$ cat src/rtl/matrix_result_slave_pkg.sv
// Shared constants and state encoding for the matrix result-RAM bus responder.
package matrix_result_slave_pkg;

  // The master's first result address is this same base
  localparam int unsigned ResultBaseAddr = 96;
  localparam int unsigned ResultDepth    = 16;
  localparam int unsigned BusAw          = 8;
  localparam int unsigned BusDw          = 32;

  typedef enum logic [1:0] {
    StIdle = 2'd0,
    StFill = 2'd1,
    StFull = 2'd2
  } slave_state_e;

endpackage

$ cat src/rtl/matrix_result_slave_result_ram.sv
// Result storage: synchronous write, registered read, no reset on the array.
module matrix_result_slave_result_ram #(
  parameter int unsigned Depth = 16,
  parameter int unsigned Dw    = 32,
  localparam int unsigned Iw   = $clog2(Depth)
) (
  input  logic          clk_i,
  input  logic          we_i,
  input  logic [Iw-1:0] waddr_i,
  input  logic [Dw-1:0] wdata_i,
  input  logic          re_i,
  input  logic [Iw-1:0] raddr_i,
  output logic [Dw-1:0] rdata_o
);

  logic [Dw-1:0] mem_q [Depth];
  logic [Dw-1:0] rdata_q;

  always_ff @(posedge clk_i) begin
    if (we_i) begin
      mem_q[waddr_i] <= wdata_i;
    end
    if (re_i) begin
      rdata_q <= mem_q[raddr_i];
    end
  end

  assign rdata_o = rdata_q;

endmodule

$ cat src/rtl/matrix_result_slave.sv
// Bus responder for the result window: stores results, counts them, flags completion.
// Define RESULT_STATUS_EN to expose a read-only status word at BASE_ADDR+DEPTH.
module matrix_result_slave
  import matrix_result_slave_pkg::*;
#(
  parameter int unsigned BASE_ADDR = ResultBaseAddr,
  parameter int unsigned DEPTH     = ResultDepth,
  parameter int unsigned AW        = BusAw,
  parameter int unsigned DW        = BusDw
) (
  input  logic          clk,
  input  logic          reset_n,
  input  logic          clear,
  input  logic          S_sel,
  input  logic          S_wr,
  input  logic [AW-1:0] S_address,
  input  logic [DW-1:0] S_din,
  output logic [DW-1:0] S_dout,
  output logic          s_interrupt,
  output logic          s_full,
  output logic          s_ovf
);

  localparam int unsigned IW = $clog2(DEPTH);
  localparam int unsigned CW = IW + 1;
  localparam logic [AW:0] BaseLo = (AW+1)'(BASE_ADDR);
  localparam logic [AW:0] BaseHi = (AW+1)'(BASE_ADDR + DEPTH);
  localparam logic [CW-1:0] CountFull = CW'(DEPTH);

  slave_state_e  state_q, state_d;
  logic [CW-1:0] count_q, count_d;
  logic          irq_q, irq_d;
  logic          ovf_q, ovf_d;
  logic          ram_sel_q, ram_sel_d;

  logic [AW:0]   addr_ext;
  logic          hit;
  logic          wr_hit;
  logic          rd_hit;
  logic          wr_accept;
  logic [IW-1:0] index;
  logic [DW-1:0] ram_rdata;

  // One extra bit so the upper window bound cannot wrap
  assign addr_ext  = {1'b0, S_address};
  assign hit       = S_sel && (addr_ext >= BaseLo) && (addr_ext < BaseHi);
  assign wr_hit    = hit && S_wr;
  assign rd_hit    = hit && !S_wr;
  assign index     = IW'(S_address - AW'(BASE_ADDR));
  assign wr_accept = wr_hit && !clear && (state_q != StFull);

  always_comb begin
    state_d   = state_q;
    count_d   = count_q;
    irq_d     = 1'b0;
    ovf_d     = ovf_q;
    ram_sel_d = rd_hit;
    if (clear) begin
      state_d   = StIdle;
      count_d   = '0;
      ovf_d     = 1'b0;
      ram_sel_d = 1'b0;
    end else begin
      unique case (state_q)
        StIdle, StFill: begin
          if (wr_hit) begin
            count_d = count_q + CW'(1);
            if (count_d == CountFull) begin
              state_d = StFull;
              irq_d   = 1'b1;
            end else begin
              state_d = StFill;
            end
          end
        end
        StFull: begin
          if (wr_hit) begin
            ovf_d = 1'b1;
          end
        end
        default: state_d = StIdle;
      endcase
    end
  end

  always_ff @(posedge clk or negedge reset_n) begin
    if (!reset_n) begin
      state_q   <= StIdle;
      count_q   <= '0;
      irq_q     <= 1'b0;
      ovf_q     <= 1'b0;
      ram_sel_q <= 1'b0;
    end else begin
      state_q   <= state_d;
      count_q   <= count_d;
      irq_q     <= irq_d;
      ovf_q     <= ovf_d;
      ram_sel_q <= ram_sel_d;
    end
  end

  matrix_result_slave_result_ram #(
    .Depth (DEPTH),
    .Dw    (DW)
  ) u_result_ram (
    .clk_i   (clk),
    .we_i    (wr_accept),
    .waddr_i (index),
    .wdata_i (S_din),
    .re_i    (rd_hit),
    .raddr_i (index),
    .rdata_o (ram_rdata)
  );

  assign s_interrupt = irq_q;
  assign s_full      = (state_q == StFull);
  assign s_ovf       = ovf_q;

`ifdef RESULT_STATUS_EN
  logic          stat_hit;
  logic [DW-1:0] stat_q, stat_d;

  assign stat_hit = S_sel && !S_wr && (addr_ext == BaseHi);

  always_comb begin
    stat_d = '0;
    if (stat_hit && !clear) begin
      stat_d = DW'({ovf_q, s_full, count_q});
    end
  end

  always_ff @(posedge clk or negedge reset_n) begin
    if (!reset_n) begin
      stat_q <= '0;
    end else begin
      stat_q <= stat_d;
    end
  end

  assign S_dout = ram_sel_q ? ram_rdata : stat_q;
`else
  assign S_dout = ram_sel_q ? ram_rdata : '0;
`endif

endmodule

$ cat config.mk
export PLATFORM = sky130hd
export DESIGN_NAME = matrix_result_slave
export DESIGN_NICKNAME = d
export VERILOG_FILES = /design/src/rtl/matrix_result_slave_pkg.sv /design/src/rtl/matrix_result_slave_result_ram.sv /design/src/rtl/matrix_result_slave.sv
export SDC_FILE = /design/constraint.sdc
export NUM_CORES = 1
export LEC_CHECK = 0
export BUFFER_PORTS_ARGS = -buffer_cell sky130_fd_sc_hd__buf_2
export CAP_MARGIN = 20
export CORE_MARGIN = 3
export CORE_UTILIZATION = 35
export CTS_BUF_LIST = sky130_fd_sc_hd__clkbuf_2 sky130_fd_sc_hd__clkbuf_4 sky130_fd_sc_hd__clkbuf_8
export DETAILED_ROUTE_END_ITERATION = 12
export SYNTH_ARGS = -nofsm -noshare
export SYNTH_HDL_FRONTEND = slang
export SYNTH_SLANG_ARGS = --single-unit
$ cat constraint.sdc
create_clock -name clk -period 4.9 [get_ports clk]
set_input_delay 0.49 -clock clk [delete_from_list [all_inputs] [get_ports clk]]
set_output_delay 0.49 -clock clk [all_outputs]
set_load 0.02 [all_outputs]
After elaboration in Yosys (flattened, before gate mapping)
Memories as Yosys holds them, arrays and structs flattened. A register that Yosys moved wholly into a read port is not among the register bits.
Cells that the tools add are included.
{"block": "classes", "order_cmp": 2, "n_eq_ne": 6, "n_addsub": 2, "muxes": 18, "n_reduce_logical": 16}
{"operator": "$mux 32", "n": 1}
{"operator": "$mux 5", "n": 3}
{"operator": "$mux 1", "n": 10}
{"operator": "$ge 8x7->1 const B", "n": 1}
{"operator": "$lt 8x7->1 const B", "n": 1}
{"operator": "$logic_and 1x1->1", "n": 6}
{"operator": "$mux 2", "n": 3}
{"operator": "$reduce_and 2->1", "n": 3}
{"operator": "$reduce_bool 2->1", "n": 3}
{"operator": "$add 5x1->5 const B", "n": 1}
{"operator": "$eq 5x5->1 const B", "n": 1}
{"operator": "$ne 2x2->1 const B", "n": 2}
{"operator": "$pmux 2 s2", "n": 1}
{"operator": "$sub 4x1->4 const B", "n": 1}
{"operator": "$ne 3x3->1 const B", "n": 1}
{"operator": "$eq 2x1->1 const B", "n": 1}
{"operator": "$eq 2x2->1 const B", "n": 1}
{"operator": "$logic_not 1->1", "n": 2}
{"operator": "$logic_not 2->1", "n": 1}
{"operator": "$reduce_or 2->1", "n": 1}
{"block": "totals", "ramBits": 512, "inputBits": 45, "reg_bits": 10, "memories": 1, "word_cells": 50}
{"name": "u_result_ram.mem_q", "depth": 16, "word_bits": 32, "read_ports": 1, "rd_ports_with_merged_regs": 1, "wr": 1, "line": "matrix_result_slave_result_ram.sv:16", "text": "logic [Dw-1:0] mem_q [Depth];"}

Logic depth before layout (Yosys ltp)
Gate-level depths: netlist of the first run.
{"block": "depth", "word_depth": 8, "mapped_depth": 6, "depth_no_buf": 5}

By module
A second synthesis of the first run with hierarchy kept.
{"block": "hier_totals", "hier_cells": 928, "hier_area_um2": 20975.1}
{"module": "matrix_result_slave_result_ram", "area_each_um2": 20174.3, "cells_per_inst": 838, "n_inst": 1, "seq_area_each_um2": 16335.7}
{"module": "matrix_result_slave", "area_each_um2": 800.8, "cells_per_inst": 90, "n_inst": 1, "seq_area_each_um2": 250.2}

Least setup slack after synthesis of the first run
OpenSTA, ideal clock, no wires.
{"block": "synth_timing", "path_type": "in2reg", "start": "in S_address[4]", "end": "mem u_result_ram.mem_q[4][0] (enable)", "required_ps": 4439, "setup_slack_ps": 835, "stages": 4, "arrival_time_ps": 3604, "cell_sequence": "nand4b_1 > nor3b_2 > nand4b_1 > nor3_1"}
{"block": "synth_between", "elab_chain_len": 8}
{"element": "start, declared", "line": "matrix_result_slave.sv:16", "text": "input logic [AW-1:0] S_address,"}
{"element": "$ge 8x7->1", "line": "matrix_result_slave.sv:46", "text": "assign hit = S_sel && (addr_ext >= BaseLo) && (addr_ext < BaseHi);"}
{"element": "$logic_and 1x1->1", "line": "matrix_result_slave.sv:46"}
{"element": "$logic_and 1x1->1 *", "line": "matrix_result_slave.sv:46"}
{"element": "$logic_and 1x1->1 *", "line": "matrix_result_slave.sv:47", "text": "assign wr_hit = hit && S_wr;"}
{"element": "$logic_and 1x1->1 * (2 in a row)", "line": "matrix_result_slave.sv:50", "text": "assign wr_accept = wr_hit && !clear && (state_q != StFull);"}
{"element": "$mux 1 *", "line": "matrix_result_slave_result_ram.sv:20", "text": "if (we_i) begin"}
{"element": "$mux 1 (implied by the code) *", "line": "matrix_result_slave_result_ram.sv:21", "text": "mem_q[waddr_i] <= wdata_i;"}
{"element": "end, declared", "line": "matrix_result_slave_result_ram.sv:16"}
Mark *: on every way between the ends. The rest lies on a longest branch, timed or not.

Worst setup path in the final report of the first run
{"block": "layout_timing", "start": "in S_wr", "end": "mem u_result_ram.mem_q[14][23] (enable)"}
{"block": "layout_between", "elab_chain_len": 5}
{"element": "start, declared", "line": "matrix_result_slave.sv:15", "text": "input logic S_wr,"}
{"element": "$logic_and 1x1->1", "line": "matrix_result_slave.sv:47"}
{"element": "$logic_and 1x1->1 (2 in a row)", "line": "matrix_result_slave.sv:50"}
{"element": "$mux 1", "line": "matrix_result_slave_result_ram.sv:20"}
{"element": "$mux 1 (implied by the code)", "line": "matrix_result_slave_result_ram.sv:21"}
No other way between the ends.

==> flow_metrics.env, run 1 <==
export IMPL_grt_pass1_wl_um=69000
export IMPL_ys_types=30
export IMPL_setup_viol=0
export IMPL_io_pins=80
export IMPL_fin_crit_ns=2.93
export IMPL_worstSetupPathType="in -> reg"
export IMPL_p_sw_uw=1950
export IMPL_route_antenna_remaining_nets=0
export IMPL_clkTransAtPathRegs_ns=0.06
export IMPL_detailed_place_area_um2=22500
export IMPL_grt_pass1_vias=10400
export IMPL_cts_hold_buf=2
export IMPL_cp_arrival_ns=3.28
export IMPL_syn_nets=977
export IMPL_wl_um=45900
export IMPL_grt_max_degree=75
export IMPL_finish_utilization_pct=41.0
export IMPL_gr_total_overflow=0
export IMPL_globalplace_congestion=0.765
export IMPL_clockBufferDepth=3
export IMPL_portBuffers=79
export IMPL_syn_inst=930
export IMPL_regArea_um2=16600
export IMPL_nFillCells=5145
export IMPL_max_freq_mhz=341
export IMPL_post_cts_setup_buffers=0
export IMPL_numCtsBuffers=87
export IMPL_rows=89
export IMPL_setup_tns_ns=0
export IMPL_dr_first_iter_drc_count=771
export IMPL_syn_area_per_cell_um2=22.5
export IMPL_clockRootBuffer="clkbuf_8"
export IMPL_dieArea_um2=62800
export IMPL_area_growth_pct=15.9
export IMPL_grt_antenna_before_repair=3
export IMPL_cts_max_level=3
export IMPL_die_y_um=251
export IMPL_vdd_drop_max_v=0.000209
export IMPL_post_cts_resized=0
export IMPL_drc=0
export IMPL_rsz0062_at_grt="no"
export IMPL_cp_end_kind="register"
export IMPL_multi_input_area_um2=4230
export IMPL_p_comb_share_pct=3.8
export IMPL_finalClockSkew_ns=0.0285
export IMPL_initial_core_util_pct=35.4
export IMPL_p_leak_uw=0.00780
export IMPL_ys_warn_count=0
export IMPL_p_int_uw=7490
export IMPL_max_cap_violations=0
export IMPL_swShare_pct=20.7
export IMPL_dp_hpwl_um=25900
export IMPL_seq_area_frac_synth_pct=79.2
export IMPL_first_pass_iters=5
export IMPL_grt_total_usage_pct=14.9
export IMPL_seq_power_share_pct=55.2
export IMPL_worstPathMaxFanout=23
export IMPL_syn_area_um2=20900
export IMPL_fp_dieW_um=251
export IMPL_fin_crit_sh_pct=59.8
export IMPL_clock_power_share_pct=41.0
export IMPL_vias_per_cell=5.10
export IMPL_cts_sinks=554
export IMPL_final_area_um2=24300
export IMPL_ys_ff_latch=554
export IMPL_max_slew_margin_rel_pct=24.7
export IMPL_status="complete, no violations"
export IMPL_cp_start_kind="input pin"
export IMPL_powerDensity_nw_per_um2=389
export IMPL_drive_gt1_share_pct=34.6
export IMPL_min_path_type="in -> reg"
export IMPL_avgRoutedWirePerCell_um=24.0
export IMPL_cts_tree="done"
export IMPL_tightest_slew_ns=1.13
export IMPL_drv_slew=0
export IMPL_hold_violations=0
export IMPL_fin_nets=1122
export IMPL_clk_latency_ns=0.66
export IMPL_core_area_um2=59100
export IMPL_vias=9751
export IMPL_required_ns=5.25
[power by group through the flow]
stage | Sequential, uW | Clock [uW] | Combinational [uW]
floorplan | 5310 | 0 | 207
global placement | 5310 | 0 | 359
detailed placement | 5310 | 0 | 366
CTS | 5210 | 3980 | 368
global route | 5210 | 4190 | 390
finish | 5210 | 3870 | 358
[flip-flops by register name (all words and copies together) (netlist names)]
signal,cells
s_ovf,1
u_result_ram.mem_q,512
u_result_ram.rdata_o,32
count_q,5
state_q,2
ram_sel_q,1
s_interrupt,1
[path summary, 6_finish.rpt]
check / from / endpoint / slack [ns] / depth (start not counted)
setup reg to reg: state_q[1] / u_result_ram.mem_q[14][23] / 2.08 / 5
setup / recovery: S_wr / u_result_ram.mem_q[14][23] / 1.97 / 6
min in group asynchronous: reset_n / count_q[0] / 0.23 / 2
hold / removal: S_address[7] / ram_sel_q / 0.13 / 2
hold reg to reg: s_ovf / s_ovf / 0.53 / 2
max in group asynchronous: reset_n / count_q[4] / 4.47 / 2
[metal layers]
metal | global-route usage, % | wire, um | vias up
li1 | - | - | 4211
met1 | 20.7 | 20600 | 5210
met2 | 23.7 | 22200 | 259
met3 | 2.88 | 2030 | 71
met4 | 5.08 | 963 | 0
met5 | 0 | 0 | -
[per-stage QoR]
| step | setup slack [ns] | total power, uW | hold slack, ns | instances |
|---|---|---|---|---|
| final | 1.97 | 9440 | 0.125 | 1913 |
| after global routing | 1.83 | 9790 | 0.0966 | 1913 |
| after CTS | 1.95 | 9550 | 0.0631 | 1909 |
| after detailed placement | 1.34 | 5680 | 0.368 | 1755 |
| after global placement | 1.53 | 5670 | 0.364 | 1751 |
| after floorplan | 0.835 | 5520 | 0.194 | 930 |
[layout make-up]
type	instances	share of cell area [%]
Sequential cell	554	68.4
Multi-Input combinational cell	325	17.4
Clock buffer	123	6.08
Tap cell	773	3.99
Timing Repair Buffer	106	3.09
Clock inverter	29	0.991
Antenna cell	2	0.0206
Inverter	1	0.0155
[cells in the mapped netlist]
master    instances  area [um2]
a21oi_1           1        5.00
a22oi_1          64         480
a31oi_1           1        6.26
and2_1           33         206
buf_2            12        60.1
buf_4             1        7.51
buf_6             6        67.6
clkbuf_1         31         116
dfrtp_1          10         250
edfxtp_1        544       16300
ha_1              2        25.0
inv_1             1        3.75
mux2i_1           2        20.0
mux4_2          128        2880
nand2_1          36         135
nand2b_1          6        37.5
nand3_1           3        15.0
nand4_1           1        6.26
nand4b_1          3        26.3
nor2_1           21        78.8
nor2b_1           3        18.8
nor3_1            8        40.0
nor3b_2           1        12.5
nor4_1            3        18.8
nor4b_1           1        8.76
o21ai_0           1        5.00
o21ba_2           1        10.0
o31ai_1           1        7.51
or4_1             1        7.51
xnor2_1           4        35.0
[kinds of logic (layout without fill, tap and decap cells)]
logic type | Yosys count | count (layout) | share of synthesized area (%)
other | 0 | 2 | 0
adder cells (fa/ha/maj) | 2 | 2 | 0.120
multiplexers | 130 | 130 | 13.9
XOR/XNOR | 4 | 4 | 0.167
flip-flops | 554 | 554 | 79.2
AND/OR/NAND/NOR | 120 | 120 | 2.92
buffers and inverters | 51 | 259 | 1.22
AO/OA/AOI/OAI | 69 | 69 | 2.46
[placed cells by master, fill, tap and decap left out, types with 13 or more instances in the layout]
master and count:
nor2_4 13, edfxtp_1 544, nand2_1 36, buf_4 17, and2_1 32, buf_2 77
clkbuf_8 89, mux4_2 128, a22oi_1 64, clkinv_1 13, clkbuf_4 35
[critical path: stages]
cell	delay, ns
dlygate4sd3_1	0.52
buf_2	0.13
nor3b_2	0.45
nand4_1	0.46
nor2_4	0.87
buf_4	0.34
(Power assumes the default switching activity.)
==> inputs of run 2 (changes only) <==
ABC_AREA = 1   (was not set)
clock period = 2.4 ns   (was 4.9 ns; I/O delays follow)
==> run 2 against run 1 <==
  * Clock power grew 110%
  * Critical path type is now reg -> out
  * First-iteration DRC count is 110% higher
  * Register-to-register slack got worse by 1.6 ns
  * Utilization increased by 0.72 points
==> flow_metrics.env, run 2 <==
export IMPL_r2r_slack_ns=0.45
export IMPL_mostFrequentLayoutCell="nand2_1"
export IMPL_seq_area_frac_synth_pct=71.3
export IMPL_core_area_um2=65000
export IMPL_setup_viol=0
export IMPL_final_area_um2=27100
export IMPL_rsz0062_at_grt="no"
export IMPL_grt_max_degree=129
export IMPL_dp_hpwl_um=37000
export IMPL_grt_antenna_before_repair=0
export IMPL_route_antenna_remaining_nets=0
export IMPL_globalplace_congestion=0.807
export IMPL_cts_max_level=3
export IMPL_synth_xor_area_share_pct=0
export IMPL_dp_slack_ns=0.446
export IMPL_worstPathMaxFanout=13
export IMPL_avgRoutedWirePerCell_um=18.5
export IMPL_yosys_top_cells_area="edfxtp_1 (70%), nand2_1 (23%), inv_1 (1.9%)"
export IMPL_fin_nets=2474
export IMPL_drv_slew=0
export IMPL_largest_reg_flops=512
export IMPL_syn_nets=2304
export IMPL_min_path_type="in -> reg"
export IMPL_drive_gt1_share_pct=12.1
export IMPL_ys_types=17
export IMPL_grt_pass1_wl_um=94000
export IMPL_clockRootBuffer="clkbuf_8"
export IMPL_die_y_um=264
export IMPL_first_pass_iters=5
export IMPL_clk_latency_ns=0.68
export IMPL_p_leak_uw=0.0117
export IMPL_initial_core_util_pct=35.8
export IMPL_largest_register="u_result_ram.mem_q"
export IMPL_clkTransAtPathRegs_ns=0.06
export IMPL_max_slew_margin_rel_pct=54.8
export IMPL_hold_violations=0
export IMPL_rows=93
export IMPL_synth_mux_area_share_pct=0
export IMPL_min_path_cells=1
export IMPL_detailed_place_area_um2=25100
export IMPL_powerDensity_nw_per_um2=727
export IMPL_dieArea_um2=69600
export IMPL_synth_ff_type="edfxtp_1"
export IMPL_hp_start="S_din[30]"
export IMPL_synth_adder_area_share_pct=0.108
export IMPL_vias_per_cell=4.73
export IMPL_finalClockSkew_ns=0.0409
export IMPL_vdd_drop_max_v=0.000307
export IMPL_syn_inst=2257
export IMPL_cts_tree="done"
export IMPL_worstSetupPathType="reg -> out"
export IMPL_max_cap_violations=0
export IMPL_dr_first_iter_drc_count=1632
export IMPL_cp_start_kind="register"
export IMPL_postSynth_asyncResetShare_pct=1.81
export IMPL_synth_compound_gate_area_share_pct=0.0215
export IMPL_post_synth_top_count_cell="nand2_1"
export IMPL_vias=15800
export IMPL_r2r_end="u_result_ram.mem_q[12][9]"
export IMPL_max_freq_mhz=466
export IMPL_numCtsBuffers=91
export IMPL_cts_sinks=554
export IMPL_drc=0
export IMPL_synth_top_area_share_pct=70.2
export IMPL_tightest_slew_ns=0.678
export IMPL_setup_tns_ns=0
export IMPL_fin_ws_ns=0.256
export IMPL_ys_warn_count=0
export IMPL_area_growth_pct=16.7
export IMPL_antenna_cells=0
export IMPL_wl_um=62100
export IMPL_holdPathEnd="u_result_ram.mem_q[13][30]"
export IMPL_hold_ws_ns=0.0440
export IMPL_mostFrequentLayoutCells="nand2_1 (1436), edfxtp_1 (544), inv_1 (116), clkbuf_8 (94), buf_2 (77)"
export IMPL_synth_top_family_by_area="simple AND/OR/NAND/NOR gates"
export IMPL_syn_area_per_cell_um2=10.3
export IMPL_portBuffers=79
export IMPL_grt_total_usage_pct=17.6
export IMPL_synth_top_cell_by_area="edfxtp_1"
export IMPL_syn_area_um2=23300
export IMPL_io_pins=80
export IMPL_cp_arrival_ns=1.90
export IMPL_synth_edff_count=544
export IMPL_ff2ff_path_depth=8
export IMPL_required_ns=2.16
export IMPL_fin_crit_sh_pct=89.3
export IMPL_fp_dieW_um=264
export IMPL_clockBufferDepth=3
export IMPL_ys_ff_latch=554
export IMPL_fin_crit_ns=2.14
export IMPL_cp_end_kind="output port"
export IMPL_gr_total_overflow=0
export IMPL_status="complete, no violations"
export IMPL_grt_pass1_vias=15400
export IMPL_r2r_start="state_q[1]"
export IMPL_synth_simple_area_share_pct=24.0
export IMPL_netlist_top_cells_count="nand2_1 (1436), edfxtp_1 (544), inv_1 (118), buf_2 (52), nor2_1 (26)"
## run 2: worst max-delay path by stage
stage                       startpoint                         to  slack (ns)  cells after the start
after floorplan           S_address[1]   u_result_ram.mem_q[0][0]       -0.38                      6
after global placement    S_address[4]  u_result_ram.mem_q[11][4]        0.42                      9
after detailed placement  S_address[7]  u_result_ram.mem_q[12][3]        0.45                      9
after CTS                    ram_sel_q                 S_dout[13]        0.16                      4
after global routing         ram_sel_q                  S_dout[8]        0.15                      4
final                        ram_sel_q                  S_dout[7]        0.26                      4
## run 2: timing repair
action | 4_1_cts | 5_1_grt
endpoints found under the setup margin | 0 | 0
hold buffers | 32 | 0
setup buffers | 0 | 0
endpoints found under the hold margin | 397 | 0
resized for setup | 0 | 0
## run 2: power by group
part           switching [uW]  internal (uW)  leakage (uW)
Sequential               2.80          10600       0.00506
Combinational             836            304       0.00573
Clock                    3690           4250      0.000907
## run 2: worst max-delay path, cell delays in order, from the launching register on
cell     delay (ns)
dfrtp_2        0.60
buf_4          0.31
nand2_1        0.07
inv_1          0.06
buf_2          0.16
## run 2: logic make-up (layout without fill, tap and decap cells)
logic type	after synthesis	after routing
AOI/OAI and AO/OA	1	1
and+or+nand+nor	1480	1480
adders and majority gates	2	2
buffers and inverters	220	455
DFF	554	554
## run 2: layer usage
metal	GRT usage, %	routed length [um]
met5	0	0
met4	5.88	1500
met3	3.02	4550
met2	27.8	28300
met1	24.9	27700
## run 2: area by class of cell
| type | instances | area, um2 |
|---|---|---|
| inverter | 119 | 454 |
| timing repair buffer | 178 | 1570 |
| multi-input combinational | 1483 | 5750 |
| clock buffer | 122 | 1500 |
| tap | 855 | 1070 |
| clock inverter | 36 | 216 |
| sequential | 554 | 16600 |
| fill | 6117 | 37900 |
## run 2: metrics by stage
step	instances	utilization, %	power (uW)
3_3_place_gp	3157	38.6	11900
5_1_grt	3347	41.7	20400
4_1_cts	3347	41.7	19900
2_1_floorplan	2257	-	11500
6_report	3347	41.7	19700
3_5_place_dp	3157	38.6	11900
